===== config.mk =====
export PLATFORM = sky130hd
export DESIGN_NAME = reset_release_seq
export DESIGN_NICKNAME = d
export VERILOG_FILES = /design/src/rtl/rst_seq_pkg.sv /design/src/rtl/rst_sync_chain.sv /design/src/rtl/reset_release_seq.sv
export SDC_FILE = /design/constraint.sdc
export NUM_CORES = 1
export LEC_CHECK = 0
export CAP_MARGIN = 20
export CORE_ASPECT_RATIO = 0.9
export CORE_MARGIN = 2
export CORE_UTILIZATION = 37
export CTS_CLUSTER_SIZE = 25
export DETAILED_ROUTE_END_ITERATION = 8
export HOLD_SLACK_MARGIN = 0.05
export PLACE_DENSITY_LB_ADDON = 0.3
export SETUP_SLACK_MARGIN = 0.4
export SLEW_MARGIN = 20
export SYNTH_ARGS = -nofsm -noshare
export SYNTH_HDL_FRONTEND = slang
export SYNTH_SLANG_ARGS = --single-unit

===== constraint.sdc =====
create_clock -name CLK -period 2.4 [get_ports CLK]
set_input_delay 0.36 -clock CLK [delete_from_list [all_inputs] [get_ports CLK]]
set_output_delay 0.36 -clock CLK [all_outputs]
set_load 0.005 [all_outputs]

===== src/rtl/rst_seq_pkg.sv =====
// rtl/rst_seq_pkg.sv - shared types, legality limits and defaults for the reset release sequencer
package rst_seq_pkg;

  typedef enum logic [1:0] {
    WAIT_SYNC = 2'd0,
    HOLD      = 2'd1,
    GAP       = 2'd2,
    RUN       = 2'd3
  } rst_state_e;

  localparam int SYNC_STAGES_MIN = 2;
  localparam int SYNC_STAGES_MAX = 4;
  localparam int DEF_SYNC_STAGES = 2;
  localparam int DEF_HOLD_CYCLES = 8;
  localparam int DEF_SEQ_GAP     = 4;
  localparam int DEF_CNT_W       = 8;

  function automatic bit cnt_param_ok(input int value, input int cnt_w);
    return (value >= 1) && (value <= (1 << cnt_w) - 1);
  endfunction

endpackage


===== src/rtl/rst_sync_chain.sv =====
// rtl/rst_sync_chain.sv - async-set flop chain that releases its output synchronously
module rst_sync_chain #(
  parameter int STAGES = 1
) (
  input  logic clk_i,
  input  logic rst_i,
  output logic rst_sync_o
);

  logic [STAGES-1:0] chain_q;

  always_ff @(posedge clk_i or posedge rst_i) begin
    if (rst_i) chain_q <= '1;
    else       chain_q <= chain_q << 1;
  end

  assign rst_sync_o = chain_q[STAGES-1];

endmodule


===== src/rtl/reset_release_seq.sv =====
// rtl/reset_release_seq.sv - async-assert, sequenced sync-release of core and peripheral resets
module reset_release_seq
  import rst_seq_pkg::*;
#(
  parameter int SYNC_STAGES = DEF_SYNC_STAGES,
  parameter int HOLD_CYCLES = DEF_HOLD_CYCLES,
  parameter int SEQ_GAP     = DEF_SEQ_GAP,
  parameter int CNT_W       = DEF_CNT_W
) (
  input  logic CLK,
  input  logic IN_RST,
  input  logic SW_RST_REQ,
  output logic OUT_RST_CORE,
  output logic OUT_RST_PERIPH,
  output logic RST_DONE,
  output logic BUSY
);

  if (SYNC_STAGES < SYNC_STAGES_MIN || SYNC_STAGES > SYNC_STAGES_MAX) begin : g_bad_sync
    $error("reset_release_seq: SYNC_STAGES out of range");
  end
  if (!cnt_param_ok(HOLD_CYCLES, CNT_W)) begin : g_bad_hold
    $error("reset_release_seq: HOLD_CYCLES out of range");
  end
  if (!cnt_param_ok(SEQ_GAP, CNT_W)) begin : g_bad_gap
    $error("reset_release_seq: SEQ_GAP out of range");
  end

  localparam logic [CNT_W-1:0] HOLD_LAST = CNT_W'(HOLD_CYCLES - 1);
  localparam logic [CNT_W-1:0] GAP_LAST  = CNT_W'(SEQ_GAP - 1);

  rst_state_e       state_q, state_d;
  logic [CNT_W-1:0] cnt_q, cnt_d;
  logic             core_q, core_d;
  logic             periph_q, periph_d;
  logic             done_q, done_d;
  logic             busy_q, busy_d;
  logic             sync_rst;

  // The WAIT_SYNC->HOLD transition is the final synchronizer stage, so HOLD
  // is entered exactly at edge SYNC_STAGES.
  rst_sync_chain #(
    .STAGES (SYNC_STAGES - 1)
  ) u_sync (
    .clk_i      (CLK),
    .rst_i      (IN_RST),
    .rst_sync_o (sync_rst)
  );

  always_ff @(posedge CLK or posedge IN_RST) begin
    if (IN_RST) begin
      state_q  <= WAIT_SYNC;
      cnt_q    <= '0;
      core_q   <= 1'b1;
      periph_q <= 1'b1;
      done_q   <= 1'b0;
      busy_q   <= 1'b1;
    end else begin
      state_q  <= state_d;
      cnt_q    <= cnt_d;
      core_q   <= core_d;
      periph_q <= periph_d;
      done_q   <= done_d;
      busy_q   <= busy_d;
    end
  end

  always_comb begin
    state_d = state_q;
    cnt_d   = '0;
    unique case (state_q)
      WAIT_SYNC: if (!sync_rst) state_d = HOLD;
      HOLD: begin
        if (cnt_q == HOLD_LAST) state_d = GAP;
        else                    cnt_d   = cnt_q + 1'b1;
      end
      GAP: begin
        if (cnt_q == GAP_LAST) state_d = RUN;
        else                   cnt_d   = cnt_q + 1'b1;
      end
      RUN: if (SW_RST_REQ) state_d = HOLD;
      default: state_d = WAIT_SYNC;
    endcase
  end

  // Output flops load the value implied by the upcoming state.
  always_comb begin
    core_d   = (state_d == WAIT_SYNC) || (state_d == HOLD);
    periph_d = (state_d != RUN);
    busy_d   = (state_d != RUN);
    done_d   = (state_q == GAP) && (state_d == RUN);
  end

  assign OUT_RST_CORE   = core_q;
  assign OUT_RST_PERIPH = periph_q;
  assign RST_DONE       = done_q;
  assign BUSY           = busy_q;

endmodule

# [After elaboration in Yosys (flattened, before gate mapping)]
# Index checks and enable logic that the tools add are counted.
[totals] register_bits=14 latch_bits=0 ramBits=0 mem_bits_ro=0 in_bits=3 output_inout_bits=4 wordCells=27 memories=0
[op_classes] addsub=1 mul=0 n_div=0 n_lt_le_gt_ge=0 eq_ne=8 n_shift=0 n_mux=8 n_bitwise=0 n_reduce_logical=4
[op_table] operator="8-bit 2-to-1 mux" n=2
[op_table] operator="8-bit case mux with 2 select lines" n=1
[op_table] operator="8-bit by 1-bit adder with 8-bit output (second input constant)" n=1
[op_table] operator="8-bit by 2-bit equality test with 1-bit output (second input constant)" n=1
[op_table] operator="8-bit by 3-bit equality test with 1-bit output (second input constant)" n=1
[op_table] operator="2-bit 2-to-1 mux" n=4
[op_table] operator="2-bit case mux with 4 select lines" n=1
[op_table] operator="2-bit equality test (second input constant)" n=3
[op_table] operator="2-bit by 1-bit equality test with 1-bit output (second input constant)" n=2
[op_table] operator="2-bit logical NOT" n=2
[op_table] operator="2-bit != test (second input constant)" n=1
[op_table] operator="1-bit logical AND" n=1
[op_table] operator="1-bit logical OR" n=1

# [Longest topological paths before layout]
# Gate-level depths: netlist of run 1.
[logic_depth] word_depth=5 ltp_mapped=6 ltp_nobuf=6

# [By module]
# A second synthesis of run 1 with hierarchy kept.
[hier_totals] cells_unflattened=72 hier_area_um2=799.5
[by_module_without_submodules] module="reset_release_seq" n_inst=1 cells_per_inst=69 area_per_inst_um2=765.7 seq_area_each_um2=327.8
[by_module_without_submodules] module="rst_sync_chain" n_inst=1 cells_per_inst=3 area_per_inst_um2=33.8 seq_area_each_um2=26.3

# [Worst setup path after synthesis of run 1]
# OpenSTA, ideal clock, no wires.
[synth_path] path_kind="flip-flop to flip-flop" startpoint="reg state_q[0]" endpoint="reg state_q[1]" setup_time_ps=134 arrival_time_ps=1299 required_ps=2266 setup_slack_ps=968 path_stages_with_launch=6 n_path_buf=0 period_less_slack_ps=1432 cell_sequence="dfrtp_1 inv_1 ha_1 or3_1 a21oi_1 a21oi_1"
[synth_between] elab_chain_cells=2 word_cells_on_any_way=5 cone_classes="eq/ne: 3; mux: 1; reduce/logical: 1"
[synth_lines] element="start: declaration" line_no="reset_release_seq.sv:32" text="rst_state_e state_q, state_d;"
[synth_lines] element="start signal: assignment" line_no="reset_release_seq.sv:59" text="state_q <= state_d;"
[synth_lines] element="2-bit equality test, or another cell as far along" line_no="reset_release_seq.sv:71" text="unique case (state_q)"
[synth_lines] element="2-bit case mux with 4 select lines *" line_no="reset_release_seq.sv:71"
[synth_lines] element="named net state_d[1]" line_no="reset_release_seq.sv:32"
# The timed path passes the listed nets; every way through them passes the cells marked *.

# [Final worst setup path of run 1]
[layout_path] startpoint="reg busy_q, in the netlist BUSY" endpoint="out BUSY"
[layout_rtl] element="start: declaration" line_no="reset_release_seq.sv:37" text="logic busy_q, busy_d;"
[layout_rtl] element="start signal: assignment" line_no="reset_release_seq.sv:64" text="busy_q <= busy_d;"
[layout_rtl] element="end: declaration" line_no="reset_release_seq.sv:16" text="output logic BUSY"
# No word-level cell between the ends.

==> results of run 1 <==
## metrics by stage
stage | cell area [um2] | util | hold WS [ps] | power (mW) | setup slack (ps)
2_1_floorplan | 786 | - | 247 | 0.509 | 968
3_3_place_gp | 860 | 0.440 | 460 | 0.564 | 777
3_5_place_dp | 860 | 0.440 | 467 | 0.566 | 825
4_1_cts | 896 | 0.459 | 437 | 0.735 | 723
5_1_grt | 896 | 0.459 | 450 | 0.788 | 651
6_report | 896 | 0.459 | 410 | 0.727 | 742
## cell usage after synthesis
cell and n:
xor2_1 4, o21ai_2 1, and2_1 1, o21ai_0 3, nand2_1 5, nor3_4 1
buf_4 1, or3_1 1, xnor2_1 1, nor3_1 2, a21bo_2 1, buf_2 1
dfrtp_1 11, ha_1 5, nand4_1 1, nor4bb_1 1, conb_1 1, dfstp_2 3
o2111ai_1 1, nor4b_2 2, a21oi_1 4, a211oi_1 1, a41o_1 1, a41oi_2 1
and3_1 3, inv_1 5, nand3_1 5, nand4b_1 1, nor2_1 7, nor2_2 1
clkbuf_2 1
## flip-flops by register name, indices dropped and copies added, names as in the netlist
name and flops:
cnt_q 8, state_q 2, BUSY 1, u_sync.rst_sync_o 1, OUT_RST_CORE 1, RST_DONE 1
## where the power goes
group          internal (mW)  switching, mW
Clock                 0.0922         0.0736
Sequential             0.267         0.0342
Combinational          0.116          0.144
## placed cells by master (no fill, tap or decap)
cell             Yosys  layout
o21ai_0              3       3
dfstp_2              3       3
xor2_1               4       4
and2_1               1       1
a21bo_2              1       1
nor4b_2              2       2
ha_1                 5       5
or3_1                1       1
dfrtp_1             11      11
inv_1                5       5
xnor2_1              1       1
a41o_1               1       1
clkbuf_8             0       1
o21ai_2              1       1
nor2_2               1       1
nand3_1              5       5
nor2_1               7       7
and3_1               3       3
a41oi_2              1       1
a21oi_1              4       4
o2111ai_1            1       1
a211oi_1             1       1
nor3_4               1       1
conb_1               1       1
nand4b_1             1       1
nand4_1              1       1
nand2_1              5       5
nor4bb_1             1       1
clkbuf_4             0       3
nor3_1               2       2
clkdlybuf4s50_1      0       6
## final timing paths
path	startpoint	to	slack [ps]	depth (start not counted)
setup / recovery	BUSY	BUSY	740	1
hold / removal	IN_RST	state_q[1]	410	2
setup reg to reg	state_q[0]	BUSY	750	6
hold reg to reg	cnt_q[0]	cnt_q[0]	480	1
max in group asynchronous	IN_RST	u_sync.rst_sync_o	1630	2
min in group CLK	cnt_q[0]	cnt_q[0]	480	1
## metal layers
metal  part of all wire  wire, um  up-vias
li1                   -         -      283
met4              0.017        22        0
met1               0.53       698      255
met2               0.41       538       11
met3              0.037        49        2
met5                  0         0        -
## cells by family after synthesis
group	after synthesis
XOR/XNOR	5
buffers and inverters	8
AND/OR/NAND/NOR	31
other	1
AO/OA/AOI/OAI	13
adder cells (fa/ha/maj)	5
flip-flops	14
## final cells by class
class | instances | area [um2] | area share
well taps | 25 | 31.3 | 0.0349
inverters | 5 | 18.8 | 0.0209
repair buffers | 6 | 60.1 | 0.0670
clock buffers | 4 | 36.3 | 0.0405
multi-input cells | 55 | 395 | 0.441
flip-flops and latches | 14 | 354 | 0.395
==> metrics.md, run 1 <==
| Metric | Value |
|---|---|
| Post-Route Skew | `between 7 and 8 ps` |
| CTS Hold Buffers Added | `0` |
| Die Wd | `roughly 53 um` |
| Mux contribution to synthesized area | `0` |
| RSZ-0062 raised after global routing | `no` |
| Routability congestion estimate | `roughly 0.8` |
| WP data required | `2040 ps` |
| Grt total ovfl | `0` |
| Crit start category | `register` |
| Fin. max-slew vios | `0` |
| Post-Syn Area | `just under 800 um2` |
| Cell Chain, Critical Path | `clkdlybuf4s50_1` |
| Vias per cell | `5.06` |
| Final Instance Count excl. Fillers | `about 110` |
| Clk_lat worst skew | `approximately 280 ps` |
| Post-Synth XOR/XNOR Area | `0.0557` |
| Mapped Cells | `77` |
| Dpl cells | `105` |
| GRT met2 Usage | `0.175` |
| H-tree level count | `1` |
| Peak VDD IR | `between 0.4 and 0.5 mV` |
| 1st-pass router iterations | `4` |
| Met3 Track Usage GR | `0.0281` |
| Routed Antenna Nets | `0` |
| Critical path's top delay family | `flip-flops` |
| Die ar. | `roughly 2500 um2` |
| Fraction of layout cells with a size suffix above 1 | `0.167` |
| Compound-Gate Fraction of Synth Area | `0.123` |
| Max incr delay on CP | `540 ps` |
| Tot GR Track Use | `0.125` |
| Setup bufs post-CTS | `0` |
| FMAX | `0.603 GHz` |
| Post-Synth Simple-Gate Area | `0.240` |
| GRT busiest layer | `met1` |
| Share of the synthesized area in the top cell type | `0.350` |
| Starting Density | `0.403` |
| Number of top-level pins | `7` |
| Fin crit share | `0.691` |
| Status | `completed` |
| Crit path buf inv count | `1` |
| Drt drc | `0` |
| Distinct cell type count after synthesis | `31` |
| Yosys reg bits | `14` |
| Main combinational cell family by area after synthesis | `simple AND/OR/NAND/NOR gates` |
| # rows | `15` |
| Antenna violations before repair | `0` |
| CTS tree | `done` |
| Area delta synth->final | `14.0%` |
| Power density over the cells | `811 nW/um2` |
| Vias | `~550` |
| Kind of critical path | `reg2out` |
| CP Data Arrival Time | `~1300 ps` |
| Final Hold Fails | `0` |
| Ant. Diodes | `0` |
| Slew @ Worst Pin | `a little over 500 ps` |
| Routed WL per cell | `between 10 and 15 um` |
| Final #Nets | `93` |
| Worst Path Max Fanout | `2` |
| Final setup viols | `0` |
| Slew HR | `0.658` |
| Routed wire length | `1310 um` |
| Post-Synth Adder-Cell Area | `0.0796` |
| DR iter-0 viols | `4` |
| Vias in the first global route | `500` |
| Buffers on Ports | `6` |
| Worst setup EP type | `primary output` |
| Pin count of the biggest net entering global routing | `15` |
| DP HPWL | `972 um` |
| Register area share after synthesis | `0.451` |
| Hold crit path type | `in2async` |
| Crit path max-delay cell type | `dfstp_2` |
| Mean post-synth cell area | `slightly above 10 um2` |
| CTS clock-pin slew for the worst setup and hold paths | `90 ps` |
| Yosys warns | `0` |
| Root Driver | `clkbuf_4` |
| Area contributors post-synth | `dfrtp_1, dfstp_2, ha_1` |
| Number of fill cells | `between 150 and 200` |
| Core ar. | `slightly below 2000 um2` |
| Mapped Nets | `85` |
| First-pass GRT wire length | `between 2000 and 2500 um` |
| # Max-Cap Violations | `0` |
| Pleak | `between 0.4 and 0.5 nW` |
| TritonCTS buffer count | `3` |
| Largest area contributor in the netlist | `dfrtp_1` |
| GRT met1 Usage | `0.177` |
| Clk sinks | `14` |
| Total negative slack | `0 ps` |
| Die Y | `47.7 um` |
| Post-CTS sizing | `0` |
| Max Buffers Root-to-Sink | `2` |
| Min Tclk post-route | `approximately 1700 ps` |
(Power assumes the default switching activity.)
==> run 2, diff against run 1 <==
==> constraint.sdc (replaced) <==
create_clock -name CLK -period 1.7 [get_ports CLK]
set_input_delay 0.255 -clock CLK [delete_from_list [all_inputs] [get_ports CLK]]
set_output_delay 0.255 -clock CLK [all_outputs]
set_load 0.005 [all_outputs]
==> run 2 against run 1 <==
Against the previous run:
- combinational power rose by 110%
- final cell count grew 6.4%
- sequential share of layout area is 5.8 points lower
- non-clock buffer count is 7 higher
- utilization up 8.3 points
- routed wire length up 21%
- clock-buffer cell count stayed put
- hold slack worse by 99 ps
- critical path depth is 5 higher
- critical endpoint is now BUSY
- global-route usage up 2.2 points
- largest power group is now combinational cells
- largest cell class unchanged
- setup slack got worse by 450 ps
==> metrics.md, run 2 (same netlist as run 1, synthesis figures left out) <==
| Metric | Value |
|---|---|
| Die ar. | `roughly 2500 um2` |
| Total negative slack | `0 ps` |
| Design Power | `around 1.2 mW` |
| Post-route cell area | `between 1000 and 1500 um2` |
| Die Y | `47.7 um` |
| First-pass GRT wire length | `2560 um` |
| Max Buffers Root-to-Sink | `2` |
| # Max-Cap Violations | `0` |
| DR iter-0 viols | `6` |
| Core ar. | `between 1500 and 2000 um2` |
| Kind of critical path | `reg2reg` |
| Final #Nets | `100` |
| Ant. Diodes | `0` |
| Hold crit path type | `in2async` |
| Pin count of the biggest net entering global routing | `15` |
| Final Hold Fails | `0` |
| Grt total ovfl | `0` |
| Pleak | `0.434 nW` |
| Fin. max-slew vios | `0` |
| RSZ-0062 raised after global routing | `yes` |
| CTS clock-pin slew for the worst setup and hold paths | `roughly 80 ps` |
| Power density over the cells | `about 1100 nW/um2` |
| Largest reg by FF count | `cnt_q` |
| CTS tree | `done` |
| Slew @ Worst Pin | `515 ps` |
| FMAX | `0.709 GHz` |
| Fraction of layout cells with a size suffix above 1 | `0.396` |
| Commonest non-fill, non-tap cell in the layout | `dfrtp_1` |
| Post-Route Skew | `5.83 ps` |
| # rows | `15` |
| Crit start category | `register` |
| Clk_lat worst skew | `roughly 270 ps` |
| Final setup viols | `0` |
| TritonCTS buffer count | `3` |
| Worst Path Max Fanout | `5` |
| Commonest cells after routing, fill and taps aside | `dfrtp_1, buf_4, nor2_1` |
| Tot GR Track Use | `0.147` |
| Routed Antenna Nets | `0` |
| Starting Density | `0.403` |
| Buffers on Ports | `6` |
| Drt drc | `0` |
| Min Tclk post-route | `around 1400 ps` |
| Routability congestion estimate | `between 0.8 and 0.9` |
| Area delta synth->final | `34.7%` |
| Vias in the first global route | `589` |
| Routed WL per cell | `~14 um` |
| WP data required | `about 1900 ps` |
| Fin crit share | `0.830` |
| Slew HR | `0.656` |
| Vias per cell | `between 5 and 6` |
| Vias | `approximately 600` |
| Clk sinks | `14` |
| Antenna violations before repair | `0` |
| CP Data Arrival Time | `~1600 ps` |
| Max reg flops | `8` |
| Largest regs | `cnt_q: 8 flops, state_q: 2 flops` |
| Routed wire length | `around 1600 um` |
| H-tree level count | `1` |
| Worst setup EP type | `register` |
| Peak VDD IR | `about 0.74 mV` |
| Placed inst area | `888 um2` |
| DP HPWL | `approximately 1000 um` |
| Status | `completed` |
| Number of top-level pins | `7` |
| 1st-pass router iterations | `3` |
| Root Driver | `clkbuf_4` |
| CTS Hold Buffers Added | `0` |
| Die Wd | `about 53 um` |
## run 2: layout make-up
type | count | area (um2)
timing repair buffer | 13 | 110
fill | 177 | 893
inverter | 5 | 26.3
multi-input combinational | 55 | 508
sequential | 14 | 357
clock buffer | 4 | 26.3
tap | 25 | 31.3
## run 2: per-layer routing
metal	part of all wire	GRT usage
met5	0	0
met1	0.44	0.184
met4	0	0.0410
met2	0.52	0.230
met3	0.046	0.0719
## run 2: repair_timing
item	4_1_cts	5_1_grt
endpoints found under the setup margin	17	15
setup buffers	5	2
endpoints found under the hold margin	0	0
resized for setup	17	8
pin swaps	7	4
## run 2: critical path, stage by stage, from the launching register on
cell	delay (ps)
dfrtp_2	450
inv_4	70
ha_4	180
or3_4	360
a21oi_2	160
a21oi_2	60
nand2_1	70
## run 2: where the power goes
group / internal, mW / switching, mW / total, mW
Combinational: 0.284 / 0.267 / 0.551
Sequential: 0.380 / 0.0704 / 0.450
Clock: 0.0909 / 0.0974 / 0.188
## run 2: final timing paths
| check | slack (ps) | startpoint | to | depth (start not counted) |
|---|---|---|---|---|
| max reg2reg | 290 | state_q[1] | BUSY | 6 |
| min in group CLK | 520 | cnt_q[0] | cnt_q[0] | 1 |
| max in group asynchronous | 1020 | IN_RST | state_q[1] | 2 |
| min | 310 | IN_RST | cnt_q[3] | 2 |
| max | 290 | state_q[1] | BUSY | 6 |
| min reg2reg | 520 | cnt_q[0] | cnt_q[0] | 1 |
## run 2: per-stage QoR
stage / setup slack, ps / util / instances / hold slack, ps
detailed placement: 45.5 / 0.455 / 105 / 475
CTS: 286 / 0.519 / 114 / 319
global route: 234 / 0.542 / 116 / 369
global placement: 165 / 0.455 / 105 / 470
floorplan: 365 / - / 77 / 142
finish: 290 / 0.542 / 116 / 311
